`src/rtl/sys_timer_if.sv`:
```
// Wishbone slave bus bundle for sys_timer: 4-bit register address, 8-bit data,
// single-cycle handshake.
interface sys_timer_if;
  logic [3:0] wb_adr_i;
  logic [7:0] wb_dat_i;
  logic [7:0] wb_dat_o;
  logic       wb_cyc_i;
  logic       wb_stb_i;
  logic       wb_we_i;
  logic       wb_ack_o;

  modport master (
    output wb_adr_i, wb_dat_i, wb_cyc_i, wb_stb_i, wb_we_i,
    input  wb_dat_o, wb_ack_o
  );

  modport slave (
    input  wb_adr_i, wb_dat_i, wb_cyc_i, wb_stb_i, wb_we_i,
    output wb_dat_o, wb_ack_o
  );
endinterface

```
`src/rtl/sys_timer.sv`:
```
// System timer: fractional CPU clock-enable, 1 us / 1 ms strobes and NCH
// periodic millisecond interrupt channels behind an 8-bit Wishbone slave.
module sys_timer #(
  parameter int unsigned REFCLK = 100000000,
  parameter int unsigned CPUCLK = 2500000,
  parameter int unsigned ACC_W  = 32,
  parameter int unsigned NCH    = 2
) (
  input  logic           clk,
  input  logic           rst,
  sys_timer_if.slave     wb,
  input  logic [NCH-1:0] irq_ack,
  output logic           ena_f2,
  output logic           ena_us,
  output logic           ena_ms,
  output logic [NCH-1:0] irq
);

  // INC is computed in 64 bits so CPUCLK * 2^ACC_W cannot overflow.
  localparam logic [63:0] INC_FULL = ({32'd0, CPUCLK} << ACC_W) / {32'd0, REFCLK};
  localparam logic [ACC_W-1:0] INC = INC_FULL[ACC_W-1:0];

  localparam int unsigned US_DIV = REFCLK / 1000000;
  localparam int unsigned US_W   = (US_DIV > 1) ? $clog2(US_DIV) : 1;
  localparam logic [US_W-1:0] US_TC = US_W'(US_DIV - 1);

  logic [ACC_W-1:0] acc_r;
  logic [ACC_W:0]   acc_sum_s;
  logic [US_W-1:0]  us_cnt_r;
  logic [9:0]       ms_cnt_r;
  logic             us_tc_s;
  logic             ms_tc_s;

  logic [NCH-1:0]   ctrl_r;
  logic [NCH-1:0]   flag_r;
  logic [15:0]      per_r [NCH];
  logic [15:0]      cnt_r [NCH];

  logic             wr_s;
  logic             ctrl_wr_s;
  logic             status_wr_s;
  logic [NCH-1:0]   en_rise_s;
  logic [NCH-1:0]   cnt_zero_s;
  logic [NCH-1:0]   set_s;
  logic [NCH-1:0]   clr_s;
  logic [NCH-1:0]   flag_nxt_s;
  logic [7:0]       rd_s;

  assign acc_sum_s = {1'b0, acc_r} + {1'b0, INC};
  assign us_tc_s   = (us_cnt_r == US_TC);
  assign ms_tc_s   = us_tc_s && (ms_cnt_r == 10'd999);

  // Phase accumulator; its carry is the CPU clock-enable.
  always_ff @(posedge clk or posedge rst) begin
    if (rst) begin
      acc_r  <= {ACC_W{1'b0}};
      ena_f2 <= 1'b0;
    end else begin
      acc_r  <= acc_sum_s[ACC_W-1:0];
      ena_f2 <= acc_sum_s[ACC_W];
    end
  end

  // Microsecond and millisecond dividers; ena_ms coincides with the 1000th ena_us.
  always_ff @(posedge clk or posedge rst) begin
    if (rst) begin
      us_cnt_r <= {US_W{1'b0}};
      ms_cnt_r <= 10'd0;
      ena_us   <= 1'b0;
      ena_ms   <= 1'b0;
    end else begin
      ena_us <= us_tc_s;
      ena_ms <= ms_tc_s;
      if (us_tc_s) begin
        us_cnt_r <= {US_W{1'b0}};
        ms_cnt_r <= (ms_cnt_r == 10'd999) ? 10'd0 : ms_cnt_r + 10'd1;
      end else begin
        us_cnt_r <= us_cnt_r + US_W'(1);
      end
    end
  end

  assign wr_s        = wb.wb_cyc_i & wb.wb_stb_i & wb.wb_we_i;
  assign ctrl_wr_s   = wr_s && (wb.wb_adr_i == 4'd0);
  assign status_wr_s = wr_s && (wb.wb_adr_i == 4'd1);

  // Per-channel control terms; a flag set beats a simultaneous clear.
  always_comb begin
    en_rise_s  = {NCH{1'b0}};
    cnt_zero_s = {NCH{1'b0}};
    clr_s      = irq_ack;
    if (ctrl_wr_s) begin
      en_rise_s = wb.wb_dat_i[NCH-1:0] & ~ctrl_r;
    end else begin
      en_rise_s = {NCH{1'b0}};
    end
    if (status_wr_s) begin
      clr_s = irq_ack | wb.wb_dat_i[NCH-1:0];
    end else begin
      clr_s = irq_ack;
    end
    for (int i = 0; i < NCH; i++) begin
      cnt_zero_s[i] = (cnt_r[i] == 16'd0);
    end
    set_s      = ctrl_r & {NCH{ena_ms}} & cnt_zero_s;
    flag_nxt_s = set_s | (flag_r & ~clr_s);
  end

  // Control register, flags and the registered interrupt lines.
  always_ff @(posedge clk or posedge rst) begin
    if (rst) begin
      ctrl_r <= {NCH{1'b0}};
      flag_r <= {NCH{1'b0}};
      irq    <= {NCH{1'b0}};
    end else begin
      if (ctrl_wr_s) begin
        ctrl_r <= wb.wb_dat_i[NCH-1:0];
      end
      flag_r <= flag_nxt_s;
      irq    <= flag_r;
    end
  end

  // Period registers and down-counters; enabling a channel reloads its counter.
  always_ff @(posedge clk or posedge rst) begin
    if (rst) begin
      for (int i = 0; i < NCH; i++) begin
        per_r[i] <= 16'd0;
        cnt_r[i] <= 16'd0;
      end
    end else begin
      for (int i = 0; i < NCH; i++) begin
        if (wr_s && (wb.wb_adr_i == 4'(2 + 2 * i))) begin
          per_r[i][7:0] <= wb.wb_dat_i;
        end
        if (wr_s && (wb.wb_adr_i == 4'(3 + 2 * i))) begin
          per_r[i][15:8] <= wb.wb_dat_i;
        end
        if (en_rise_s[i]) begin
          cnt_r[i] <= per_r[i];
        end else if (ctrl_r[i] && ena_ms) begin
          cnt_r[i] <= cnt_zero_s[i] ? per_r[i] : cnt_r[i] - 16'd1;
        end
      end
    end
  end

  // Combinational read mux of the current register contents.
  always_comb begin
    rd_s = 8'd0;
    case (wb.wb_adr_i)
      4'd0: rd_s[NCH-1:0] = ctrl_r;
      4'd1: rd_s[NCH-1:0] = flag_r;
      default: begin
        for (int i = 0; i < NCH; i++) begin
          if (wb.wb_adr_i == 4'(2 + 2 * i)) begin
            rd_s = per_r[i][7:0];
          end else if (wb.wb_adr_i == 4'(3 + 2 * i)) begin
            rd_s = per_r[i][15:8];
          end else begin
            rd_s = rd_s;
          end
        end
      end
    endcase
  end

  assign wb.wb_dat_o = rd_s;
  assign wb.wb_ack_o = wb.wb_cyc_i & wb.wb_stb_i;

endmodule

```
`src/flat_wrapper.sv`:
```
// flat-port wrapper written by rule: the top's interface ports become plain ports
module sys_timer_flat 
#(
  parameter int unsigned REFCLK = 100000000,
  parameter int unsigned CPUCLK = 2500000,
  parameter int unsigned ACC_W  = 32,
  parameter int unsigned NCH    = 2
)
  (clk, rst, irq_ack, ena_f2, ena_us, ena_ms, irq, wb_wb_adr_i, wb_wb_dat_i, wb_wb_cyc_i, wb_wb_stb_i, wb_wb_we_i, wb_wb_dat_o, wb_wb_ack_o);
  sys_timer_if wb_i ();
  input  logic clk;
  input  logic rst;
  input  logic [NCH-1:0] irq_ack;
  output logic ena_f2;
  output logic ena_us;
  output logic ena_ms;
  output logic [NCH-1:0] irq;
  input wire logic [$bits(wb_i.wb_adr_i)-1:0] wb_wb_adr_i;
  input wire logic [$bits(wb_i.wb_dat_i)-1:0] wb_wb_dat_i;
  input wire logic [$bits(wb_i.wb_cyc_i)-1:0] wb_wb_cyc_i;
  input wire logic [$bits(wb_i.wb_stb_i)-1:0] wb_wb_stb_i;
  input wire logic [$bits(wb_i.wb_we_i)-1:0] wb_wb_we_i;
  output wire logic [$bits(wb_i.wb_dat_o)-1:0] wb_wb_dat_o;
  output wire logic [$bits(wb_i.wb_ack_o)-1:0] wb_wb_ack_o;
  assign wb_i.wb_adr_i = wb_wb_adr_i;
  assign wb_i.wb_dat_i = wb_wb_dat_i;
  assign wb_i.wb_cyc_i = wb_wb_cyc_i;
  assign wb_i.wb_stb_i = wb_wb_stb_i;
  assign wb_i.wb_we_i = wb_wb_we_i;
  assign wb_wb_dat_o = wb_i.wb_dat_o;
  assign wb_wb_ack_o = wb_i.wb_ack_o;
  sys_timer #(.REFCLK(REFCLK), .CPUCLK(CPUCLK), .ACC_W(ACC_W), .NCH(NCH)) u_core (.clk(clk), .rst(rst), .wb(wb_i), .irq_ack(irq_ack), .ena_f2(ena_f2), .ena_us(ena_us), .ena_ms(ena_ms), .irq(irq));
endmodule
```
`config.mk`:
```
export PLATFORM = sky130hd
export DESIGN_NAME = sys_timer_flat
export DESIGN_NICKNAME = d
export VERILOG_FILES = /design/src/rtl/sys_timer_if.sv /design/src/rtl/sys_timer.sv /design/src/flat_wrapper.sv
export SDC_FILE = /design/constraint.sdc
export NUM_CORES = 1
export LEC_CHECK = 0
export ABC_AREA = 0
export CELL_PAD_IN_SITES_DETAIL_PLACEMENT = 1
export CELL_PAD_IN_SITES_GLOBAL_PLACEMENT = 1
export CORE_ASPECT_RATIO = 0.9
export CORE_MARGIN = 1
export CORE_UTILIZATION = 51
export DETAILED_ROUTE_END_ITERATION = 12
export PLACE_DENSITY = 0.92
export SLEW_MARGIN = 10
export SYNTH_ARGS = -nofsm -noshare
export SYNTH_HDL_FRONTEND = slang
export SYNTH_SLANG_ARGS = --single-unit
```
`constraint.sdc`:
```
create_clock -name clk -period 10.7 [get_ports clk]
set_input_delay 1.605 -clock clk [delete_from_list [all_inputs] [get_ports clk]]
set_output_delay 1.605 -clock clk [all_outputs]
set_load 0.01 [all_outputs]
```
# Yosys cells after proc, flatten, opt, wreduce, memory -nomap -nowiden
# Index checks and enable logic that the tools add are counted.
# op_classes
addsub,5
eq_ne,7
n_mux,16
n_bitwise,10
reduce_logical,15
# op_table
operator,count
two-way mux 16 bit,6
"adder 32 x 27 -> 33 bit, second input constant",1
zero test 16 bit,2
two-way mux 8 bit,4
"subtractor 16 x 1 -> 16 bit, second input constant",2
"adder 10 x 1 -> 10 bit, second input constant",1
"equality test 10 bit, second input constant",1
two-way mux 10 bit,1
logical AND 1 bit,9
bitwise AND 2 bit,4
"equality test 4 x 2 -> 1 bit, second input constant",2
"equality test 4 x 3 -> 1 bit, second input constant",2
"adder 7 x 1 -> 7 bit, second input constant",1
"equality test 7 bit, second input constant",1
two-way mux 7 bit,1
two-way mux 6 bit,1
"equality test 4 x 1 -> 1 bit, second input constant",1
zero test 4 bit,1
two-way mux 2 bit,2
NOT 2 bit,2
OR 2 bit,2
case mux 2 bit (2 select lines),1
nonzero test 2 bit,2
bitwise AND 1 bit,2
OR reduction 2 bit,1
# totals
ff_bits,122
inputBits,19
output_inout_bits,14
wordCells,68

# Logic depth before layout (Yosys ltp)
# logic_depth
ltp_word,7
depth_mapped,8
mapped_depth_nobuf,7

# Least setup slack after synthesis
# OpenSTA, ideal clock, no wires.
# synth_timing
path_kind,input-to-output
from,in wb_wb_adr_i[0]
to,out wb_wb_dat_o[2]
arrival_ns,3.024
required_ns,9.095
slack_ns,6.071
cell_stages,5
n_path_buf,2
path_cell_list,clkbuf_1 > buf_1 > mux2_2 > a221oi_1 > nor2_1
# synth_between
elab_chain_len,6
elab_cells_between_ends,12
cone_classes,5 x eq/ne; 5 x mux; 2 x reduce/logical
# synth_rtl
item,line_no,rtl
from (decl),flat_wrapper.sv:18,input wire logic [$bits(wb_i.wb_adr_i)-1:0] wb_wb_adr_i;
equality test 4 x 2 -> 1 bit,sys_timer.sv:158,end else if (wb.wb_adr_i == 4'(3 + 2 * i)) begin
two-way mux 8 bit,sys_timer.sv:158,
two-way mux 8 bit,sys_timer.sv:156,if (wb.wb_adr_i == 4'(2 + 2 * i)) begin
two-way mux 8 bit,sys_timer.sv:158,
two-way mux 8 bit,sys_timer.sv:156,
two-way mux 6 bit *,sys_timer.sv:151,case (wb.wb_adr_i)
to (decl),flat_wrapper.sv:23,output wire logic [$bits(wb_i.wb_dat_o)-1:0] wb_wb_dat_o;
# Mark *: on every way between the ends. The rest lies on a longest branch, timed or not.

# Final worst setup path
# layout_timing
from,in wb_wb_adr_i[0]
to,out wb_wb_dat_o[6]
# Same word-level chain as after synthesis.

==> run summary <==
status: completed
measured slew at the worst slew-check pin: 1.052 ns
Die Span X: 119.2 µm
endpoints failing setup: 0
Met1 Wirelength: 7.438 mm
Initial Utilization: 0.5224
Inst Count DP: 794
Ports: 33
Rel. slew slack: 0.2940
post-route clock skew: 0.007084 ns
Pwr Density: 173.0 mW/mm²
Vias/cell: 6.470
Final Hold Vio Count: 0
Hold Path Stages: 0
IO buf count: 32
num rows: 38
Lkg Pwr: 3.194 nW
via count: 5338
f_max: 176.3 MHz
fin cells: 825
Core Region: 0.01208 mm²
WL met2: 9.357 mm
global-route wire length before repair: 30.13 mm
top sig layer: met4
fin crit period: 5.674 ns
DRT antenna net count: 0
vias in the first global route: 5629
Post-Syn Area: 0.006309 mm²
share of layout cells above drive strength 1: 0.1278
Main synth FF type: dfrtp_1
Die Area: 0.01282 mm²
total gr overflow: 0
hpwl dp: 12.17 mm
peak supply drop: 0.1168 mV
flip-flop and latch count after synthesis: 121
Skew-Pair Late Insertion Delay: 0.43 ns
drt wl/cell: 22.47 µm
FF-to-FF Start: u_core.cnt_r[0]
asr flop ratio synth: 1.000
hold_ws: 0.4334 ns
r2r worst-path depth: 7
Yosys warning count: 0
setup bufs post-CTS: 0
worst hold endpoint: u_core.irq[1]
Syn Area/Cell: 10.18 µm²
unrepaired setup endpoints after global routing: no
Util after Layout: 0.6092
critical path class: in2out
DRT iter0 DRCs: 442
FF-to-FF End: u_core.cnt_r[3]
flop-to-flop setup slack: 7.59 ns
hold-fix buffers at CTS: 0
GRT Resource Usage Total: 0.3102
CTS H-tree depth: 4
area grow syn2layout: 16.62%
Sink Count: 121
Cells after Synth: 620
most common cell after layout, fill and taps aside: dfrtp_1
CTS tree: done
TritonCTS buffer count: 17
Slew Viols, Final: 0
Bufs on Longest Clock Path: 2
Post-Syn Nets: 646
initial antenna violation count: 0
sequential area share after synthesis: 0.4800
fin crit share: 0.5302
worst-path maximum fanout: 19
CTS root buf: clkbuf_16
critical path arrival: 4.07 ns
commonest cells after routing, fill and taps aside: dfrtp_1 (121), nor2_1 (50), nand2_1 (45)
WP data required: 9.10 ns
first-pass detailed-route iteration total: 5
Fin Setup TNS: 0 ns
Routed WL: 18.54 mm
Remaining DRCs: 0
# diodes: 0
Die Height: 107.5 µm
Final #Nets: 679
gp weighted congestion: 0.8884
Worst setup EP type: output port
Detail Route met3 WL: 1.057 mm
pin count of the biggest net entering global routing: 76
Post-synth EDFFs: 0
Worst Hold Launch: u_core.flag_r[1]
Netlist cell types: 69
Resized Gates After CTS: 0
total of max-cap violations: 0
worst hold path class: reg2reg
Worst setup SP type: input pin
clk slew on worst S/H paths: 0.06 ns
power by group:
part           total (mW)  switching [mW]  internal (mW)
clock network       0.604           0.215          0.389
logic               0.158          0.0905         0.0674
registers           0.511          0.0309          0.480
total                1.27           0.336          0.937
state kept, by name, indices dropped and copies added, names as in the netlist:
signal and count:
u_core.acc_r 31, u_core.cnt_r 32, u_core.ctrl_r 2, u_core.ena_f2 1, u_core.ena_ms 1, u_core.ena_us 1, u_core.flag_r 2, u_core.irq 2
u_core.ms_cnt_r 10, u_core.per_r 32, u_core.us_cnt_r 7
synth_stat cells, types with 2 or more instances:
cell type	number	area, µm²
nand4_1	12	75.07
or3_1	7	43.79
ha_1	7	87.58
a22oi_1	9	67.56
or4_1	2	15.01
dfrtp_1	121	3028
nor3_1	23	115.1
and3_1	4	25.02
a21oi_1	27	135.1
o32ai_1	2	17.52
mux2i_1	24	240.2
and2_1	4	25.02
nor4_1	12	75.07
a221oi_1	3	26.28
nor2_1	50	187.7
a31oi_1	5	31.28
buf_2	5	25.02
a2bb2oi_1	3	26.28
o21a_1	2	15.01
o21ai_0	32	160.2
xnor2_1	23	201.4
o311ai_0	2	17.52
mux2_2	38	427.9
nor3b_1	4	30.03
clkbuf_1	9	33.78
o22ai_1	13	81.33
a21oi_2	2	17.52
inv_1	26	97.59
a32oi_1	2	17.52
nor3_2	3	30.03
o21ai_1	5	25.02
nor2b_1	4	25.02
xor2_1	12	105.1
nand2b_1	2	12.51
nand2_1	45	168.9
buf_6	3	33.78
nand3_1	31	155.2
o2bb2ai_1	8	70.07
nand3b_1	4	30.03
critical path, stage by stage:
cell	delay (ns)
clkdlybuf4s50_1	1.03
and3_1	0.45
a22oi_1	0.16
o21ai_0	0.20
clkdlybuf4s50_1	0.61
area by class of cell:
cell class / instances / area, µm²
Multi-Input combinational cell: 453 / 3074
Clock inverter: 10 / 142.6
Fill cell: 1287 / 4720
Clock buffer: 21 / 480.5
Inverter: 27 / 103.9
Tap cell: 160 / 200.2
Timing Repair Buffer: 33 / 327.8
Sequential cell: 121 / 3028
kinds of logic (layout without fill, tap and decap cells):
family,after synthesis,count (layout),synth area share
AND/OR/NAND/NOR,220,220,0.1842
flip-flops,121,121,0.4800
buffers and inverters,46,91,0.03272
AO/OA/AOI/OAI,129,129,0.1347
adder cells (fa/ha/maj),7,7,0.01388
multiplexers,62,62,0.1059
XOR/XNOR,35,35,0.04859
how the worst max path moves through the flow:
stage	from	to	slack, ns	cells past startpoint
final	wb_wb_adr_i[0]	wb_wb_dat_o[6]	5.03	5
after detailed placement	wb_wb_adr_i[0]	wb_wb_dat_o[2]	5.07	5
after global placement	wb_wb_adr_i[0]	wb_wb_dat_o[2]	5.20	5
after CTS	wb_wb_adr_i[0]	wb_wb_dat_o[2]	5.05	5
after global routing	wb_wb_adr_i[0]	wb_wb_dat_o[2]	4.98	5
after floorplan	rst	u_core.acc_r[10]	5.88	1
per-stage QoR:
stage	setup slack, ns	total power, mW	instance area (µm²)
floorplan	5.881	0.6168	6309
global placement	5.199	0.6547	6734
detailed placement	5.070	0.6667	6734
CTS	5.049	1.277	7357
global route	4.984	1.311	7357
finish	5.026	1.273	7357
per-layer routing:
metal | track usage | vias to the layer above
li1 | - | 2349
met1 | 0.3621 | 2714
met2 | 0.5233 | 207
met3 | 0.09004 | 68
met4 | 0.1537 | 0
met5 | 0 | -
Power figures use the tool's default switching activity.
